<file path="config.mk">
export PLATFORM = sky130hd
export DESIGN_NAME = bus_arbiter
export DESIGN_NICKNAME = d
export VERILOG_FILES = /design/src/rtl/bus_arbiter.sv
export SDC_FILE = /design/constraint.sdc
export NUM_CORES = 1
export LEC_CHECK = 0
export CORE_UTILIZATION = 40
export CTS_BUF_LIST = sky130_fd_sc_hd__clkbuf_8
export CTS_CLUSTER_DIAMETER = 60
export DETAILED_ROUTE_END_ITERATION = 10
export GPL_ROUTABILITY_DRIVEN = 0
export PLACE_DENSITY = 0.7
export SLEW_MARGIN = 5
export SYNTH_ARGS = -nofsm -noshare
export SYNTH_HDL_FRONTEND = slang
export SYNTH_SLANG_ARGS = --single-unit
</file>
<file path="constraint.sdc">
create_clock -name clk -period 2.5 [get_ports clk]
set_input_delay 0.375 -clock clk [delete_from_list [all_inputs] [get_ports clk]]
set_output_delay 0.375 -clock clk [all_outputs]
set_load 0.02 [all_outputs]
</file>
<file path="src/rtl/bus_arbiter.sv">
// Round-robin arbiter for the shared 16-bit bus: one-hot registered grant, bounded hold
// with lock override, and a fixed idle turnaround between owners.
module bus_arbiter #(
   parameter int unsigned N_REQ       = 4,
   parameter int unsigned MAX_HOLD    = 8,
   parameter int unsigned TURN_CYCLES = 1,
   localparam int unsigned IDXW       = $clog2(N_REQ)
) (
   input  logic             clk,
   input  logic             r,
   input  logic [N_REQ-1:0] req,
   input  logic [N_REQ-1:0] lock,
   output logic [N_REQ-1:0] gnt,
   output logic [IDXW-1:0]  owner,
   output logic             busy,
   output logic             preempt
);

   localparam int unsigned HOLDW = (MAX_HOLD < 2) ? 1 : $clog2(MAX_HOLD + 1);
   localparam int unsigned TURNW = 3;

   typedef enum logic [1:0] {S_IDLE, S_GRANT, S_TURN} state_t;

   state_t           state, state_d;
   logic [IDXW-1:0]  last, last_d, owner_d, pick;
   logic [HOLDW-1:0] hold_cnt, hold_d;
   logic [TURNW-1:0] turn_cnt, turn_d;
   logic [N_REQ-1:0] gnt_d, owner_mask;
   logic             preempt_d;
   logic             any_req, owner_req, others_wait, hold_full, turn_done, evict;

   assign any_req     = |req;
   assign owner_mask  = N_REQ'(1) << owner;
   assign owner_req   = |(req & owner_mask);
   assign others_wait = |(req & ~owner_mask);
   assign hold_full   = (MAX_HOLD != 0) && (hold_cnt == HOLDW'(MAX_HOLD));
   assign turn_done   = (turn_cnt == TURNW'(TURN_CYCLES));
   assign evict       = hold_full && !(|(lock & owner_mask)) && others_wait;

   // Round-robin pick: first requester after the last owner, wrapping
   always_comb begin
      int unsigned idx;
      logic        found;
      idx   = 0;
      found = 1'b0;
      pick  = last;
      for (int unsigned k = 1; k <= N_REQ; k++) begin
         idx = (32'(last) + k) % N_REQ;
         if (!found && req[idx[IDXW-1:0]]) begin
            found = 1'b1;
            pick  = idx[IDXW-1:0];
         end
      end
   end

   always_ff @(posedge clk or posedge r) begin
      if (r) begin
         state    <= S_IDLE;
         gnt      <= '0;
         owner    <= '0;
         busy     <= 1'b0;
         preempt  <= 1'b0;
         last     <= IDXW'(N_REQ - 1);
         hold_cnt <= '0;
         turn_cnt <= '0;
      end else begin
         state    <= state_d;
         gnt      <= gnt_d;
         owner    <= owner_d;
         busy     <= |gnt_d;
         preempt  <= preempt_d;
         last     <= last_d;
         hold_cnt <= hold_d;
         turn_cnt <= turn_d;
      end
   end

   always_comb begin
      state_d = state;
      case (state)
         S_IDLE:  if (any_req) state_d = S_GRANT;
         S_GRANT: if (!owner_req || evict) state_d = S_TURN;
         S_TURN:  if (turn_done) state_d = any_req ? S_GRANT : S_IDLE;
         default: state_d = S_IDLE;
      endcase
   end

   // Next values of the registered outputs and counters; release beats preemption
   always_comb begin
      gnt_d     = gnt;
      owner_d   = owner;
      preempt_d = 1'b0;
      last_d    = last;
      hold_d    = hold_cnt;
      turn_d    = turn_cnt;
      case (state)
         S_IDLE: begin
            if (any_req) begin
               gnt_d   = N_REQ'(1) << pick;
               owner_d = pick;
               hold_d  = HOLDW'(1);
            end
         end
         S_GRANT: begin
            if (!owner_req || evict) begin
               gnt_d     = '0;
               last_d    = owner;
               turn_d    = TURNW'(1);
               preempt_d = owner_req;
            end else if (MAX_HOLD != 0 && !hold_full) begin
               hold_d = hold_cnt + HOLDW'(1);
            end
         end
         S_TURN: begin
            if (!turn_done) begin
               turn_d = turn_cnt + TURNW'(1);
            end else if (any_req) begin
               gnt_d   = N_REQ'(1) << pick;
               owner_d = pick;
               hold_d  = HOLDW'(1);
            end
         end
         default: begin
            gnt_d = '0;
         end
      endcase
   end

endmodule

</file>
# Word-level counts from Yosys, hierarchy flattened
# Cells that the tools add are included.
# word_totals
memories,0
input_bits,10
wordCells,96
latch_bits,0
mem_bits_rw,0
rom_bits,0
ff_bits,19
out_inout_bits,8
# op_classes
n_lt_le_gt_ge,4
n_addsub,6
shifts,2
mux,37
mul,0
n_bitwise,4
n_eq_ne,10
div,0
reduce_logical,25
# op_table
cell,n
$mux W4,7
$pmux W4 S3,2
$reduce_or A4 Y1,5
$mux W2,9
$and A4 B4 Y4,3
$lt A2 B3 Y1 const B,4
$ne A2 B2 Y1 const B,6
$mux W1,10
$bmux W1 S2,4
$shl A1 B2 Y4 const A,2
$mux W3,2
$pmux W2 S3,1
$pmux W3 S2,1
$reduce_and A3 Y1,2
$logic_and A1 B1 Y1,5
$logic_not A1 Y1,5
$add A2 B1 Y2 const B,2
$add A2 B2 Y2 const B,2
$add A4 B1 Y4 const B,1
$eq A4 B4 Y1 const B,1
$not A4 Y4,1
$pmux W2 S2,1
$reduce_and A2 Y1,2
$reduce_and A4 Y1,1
other kinds (8),9

# Logic depth before layout (Yosys ltp)
# depth
depth_word,18
mapped_depth,7
mapped_depth_nobuf,6

# Worst setup path after synthesis
# No wires, ideal clock.
# synth_timing
path_kind,reg2reg
from,register owner[0]
to,register state[0]
t_required_ns,2.376
setup_time_ns,0.124
path_slack_ns,0.471
synth_period_minus_slack_ns,2.029
path_buffers,2
path_stages_with_launch,7
arrival_time_ns,1.905
cell_sequence,dfrtp_1 > buf_6 > mux4_2 > a211o_1 > buf_6 > o21a_4 > or2_1
# synth_via
elab_chain_cells,9
elab_cells_between_ends,15
classes_between,1 x eq/ne; 1 x shift; 4 x bitwise; 9 x reduce/logical
# synth_lines
element,line,rtl
"start, declared",14,"output logic [IDXW-1:0] owner,"
"start signal, assigned",69,owner <= owner_d;
$shl A1 B2 Y4 *,33,assign owner_mask = N_REQ'(1) << owner;
$and A4 B4 Y4,38,assign evict = hold_full && !(|(lock & owner_mask)) && others_wait;
$reduce_or A4 Y1,38,
$logic_not A1 Y1,38,
$logic_and A1 B1 Y1 (2 in a row),38,
$logic_or A1 B1 Y1 *,82,S_GRANT: if (!owner_req || evict) state_d = S_TURN;
$ne A2 B2 Y1 (no line) *,--,
$reduce_and A3 Y1 (no line) *,--,
"end signal, assigned",67,state <= state_d;
"end, declared",24,"state_t state, state_d;"
# Every way passes the cells marked *; elsewhere a longest branch is shown, timed or not.
# A chain may end at the register's enable or synchronous reset.

# Final worst setup path
# layout_timing
from,register turn_cnt[1]
to,register hold_cnt[2]
# layout_via
elab_chain_cells,3
# layout_lines
element,line,rtl
"start, declared",27,"logic [TURNW-1:0] turn_cnt, turn_d;"
"start signal, assigned",74,turn_cnt <= turn_d;
$eq A3 B1 Y1,37,assign turn_done = (turn_cnt == TURNW'(TURN_CYCLES));
$ne A2 B2 Y1 (no line),--,
$reduce_and A4 Y1 (no line),--,
"end signal, assigned",73,hold_cnt <= hold_d;
"end, declared",26,"logic [HOLDW-1:0] hold_cnt, hold_d;"
# No other way between the ends.

==> out/qor.txt <==
Status - complete, but fails checks
Failing checks - DRC
First-pass GRT wire length - 4.95 mm
Critical path depth - 6
Max Cap Viol - 0
Vias per Instance - 6.01
Min cycle time layout - 2.22 ns
Starting Density - 0.439
NumNets Final - 167
Crit Path Category - flip-flop to flip-flop
Final ANT Viol Nets - 0
CP Capture Type - flip-flop
Total Wirelength - 2.97 mm
Yosys cell types - 46
Pwr dens - 1190 mW/mm²
Leakage - 0.000623 µW
RSZ-0062 raised after global routing - no
Register area - 478 µm²
CTS H-tree lvls - 1
Slowest stage delay, CP - 0.89 ns
Core ar. - 0.00285 mm²
Hold Path Class - flip-flop to flip-flop
DR vias - 1099
Largest net degree at the start of global routing - 20
Tot Pwr - 1770 µW
Synthesized Nets - 150
DRT Pass-1 Iters - 7
Worst r2r path cells - 6
Crit-path leading delay family - compound AO/OA/AOI/OAI gates
Vias in the first global route - 1023
Pint - 982 µW
Worst r2r dst - hold_cnt[2]$_DFFE_PP0P_
Post-CTS Setup Inserts - 0
Post-synth ARST share - 1.00
CP Data Arrival Time - 2.37 ns
Die Span X - 58.0 µm
FF-to-FF setup slack - 0.28 ns
Routed WL per cell - 16.2 µm
Multi-input logic area - 677 µm²
Die Footprint - 0.00336 mm²
Worst slew pin tran - 0.997 ns
Skew final - 0.00934 ns
Critical path endpoint - hold_cnt[2]$_DFFE_PP0P_
Peak Freq - 450 MHz
Total congestion overflow - 0
Row cnt - 19
Seq cells post-synth - 19
CTS tree - done
Logic pwr share - 0.523
Sw Ratio - 0.446
Clock root cell - clkbuf_8
Hold Buf Count CTS - 0
Layout Area Growth over Synthesis - 19.0%
Initial DRC count - 70
Initial antenna violation count - 0
ANT cells - 0
Final setup fails - 0
Hold Violations, Final - 0
Fin Setup TNS - 0 ns
Remaining DRCs - 2
Worst EP required - 2.65 ns
Clock power frac - 0.116
Cts repair resizes - 0
Critical path startpoint - turn_cnt[1]$_DFFE_PP0P_
Post-synth EDFFs - 0
Cells after Synth - 136
Final Max Slew Viols - 0
Peak VDD IR - 0.688 mV
CTS Sinks - 19
R2R Path Start - turn_cnt[1]$_DFFE_PP0P_
Fin crit share - 0.889
Worst Setup Start Kind - flip-flop
Synthesized area per cell - 9.22 µm²
Share of cells above drive strength 1 - 0.0987
Crit-path max FO - 9
Port Buf Inserts - 17
Top Ports - 18
Sw power - 789 µW
Hpwl dp - 2.21 mm
Clock Latency Late Sink - 0.25 ns
Ys Warns - 0
TritonCTS Buffers - 3
Clock-pin transition on the worst setup and hold timing paths - 0.07 ns
CP bufs+invs - 1
Sequential Power Share - 0.361
CTS max path bufs - 2
GRT Util Overall - 0.192
Synthesized area - 0.00125 mm²
Die Ht - 58.0 µm
Top_reg_cell synth - dfrtp_1
Headroom to the max-slew limit - 0.331
Fillcell total - 260
CP max stage cell - a211oi_1
Crit path cell chain - inv_1, ha_1, nand2b_1, a211oi_1, o221ai_1, nor2b_1
Register area share after synthesis - 0.381
[power by group through the flow]
stage	combinational (µW)	clock, µW	sequential [µW]
4_1_cts	924	208	639
3_3_place_gp	901	0	633
3_5_place_dp	913	0	644
6_report	926	205	640
2_1_floorplan	691	0	591
5_1_grt	1030	226	668
[cells in the final DEF (no fill, tap or decap), types with 3 or more instances in the layout]
master            n
a21oi_1          10
buf_4             5
clkbuf_8          3
clkdlybuf4s50_1  17
dfrtp_1          17
ha_1              4
inv_1            13
nand2b_1          5
nand3_1           8
nand3b_1          3
nor2_1            9
nor2b_1           3
nor3_1            3
o21ai_0           4
o2bb2ai_1         3
o32ai_1           3
[worst min path at each step]
| stage | from | end | cells after the start |
|---|---|---|---|
| 5_1_grt | turn_cnt[0]$_DFFE_PP0P_ | turn_cnt[0]$_DFFE_PP0P_ | 1 |
| 2_1_floorplan | r | busy$_DFF_PP0_ | 1 |
| 3_5_place_dp | hold_cnt[0]$_DFFE_PP0P_ | hold_cnt[0]$_DFFE_PP0P_ | 1 |
| 6_report | hold_cnt[0]$_DFFE_PP0P_ | hold_cnt[0]$_DFFE_PP0P_ | 1 |
| 3_3_place_gp | hold_cnt[0]$_DFFE_PP0P_ | hold_cnt[0]$_DFFE_PP0P_ | 1 |
| 4_1_cts | hold_cnt[0]$_DFFE_PP0P_ | hold_cnt[0]$_DFFE_PP0P_ | 1 |
[cell usage after synthesis, types with 3 or more instances]
master,number,share of area
nor2_1,9,0.027
o2bb2ai_1,3,0.021
ha_1,4,0.040
o32ai_1,3,0.021
nand3_1,8,0.032
clkbuf_1,7,0.021
dfrtp_1,17,0.34
nand3b_1,3,0.018
nor2b_1,3,0.015
inv_1,12,0.036
nand2b_1,5,0.025
o21ai_0,4,0.016
a21oi_1,10,0.040
nor3_1,3,0.012
[stage by stage]
step	cells	hold slack [ns]	worst slack [ns]	utilization	area [µm²]
6_report	183	0.529	0.278	0.523	1490
5_1_grt	183	0.555	0.0918	0.523	1490
4_1_cts	183	0.531	0.295	0.523	1490
3_5_place_dp	179	0.522	0.163	0.507	1450
3_3_place_gp	179	0.510	0.222	0.507	1450
2_1_floorplan	136	0.325	0.471	-	1250
[logic make-up (layout without fill, tap and decap cells)]
logic type,Yosys count,after routing,synth area share
adder cells (fa/ha/maj),4,4,0.0399
multiplexers,3,3,0.0439
AND/OR/NAND/NOR,45,45,0.198
buffers and inverters,22,38,0.0788
AO/OA/AOI/OAI,41,41,0.245
flip-flops,19,19,0.381
XOR/XNOR,2,2,0.0140
[metal layers]
layer	share of wire	global-route usage	vias to the layer above
li1	-	-	530
met4	0.0088	0.0374	0
met5	0	0	-
met3	0.069	0.0335	5
met2	0.48	0.317	46
met1	0.44	0.267	518
[flip-flops by register name, indices dropped and copies added (netlist names)]
| name | count |
|---|---|
| hold_cnt | 4 |
| turn_cnt | 3 |
| busy | 1 |
| gnt | 4 |
| preempt | 1 |
| owner | 2 |
| state | 2 |
| last | 2 |
[area by class of cell]
class	instances	area share
clock inverters	1	0.00252
multi-input cells	95	0.454
clock buffers	3	0.0277
well taps	31	0.0260
repair buffers	22	0.139
flip-flops and latches	19	0.320
inverters	12	0.0302
No activity file was read; power rests on OpenSTA's default activity.
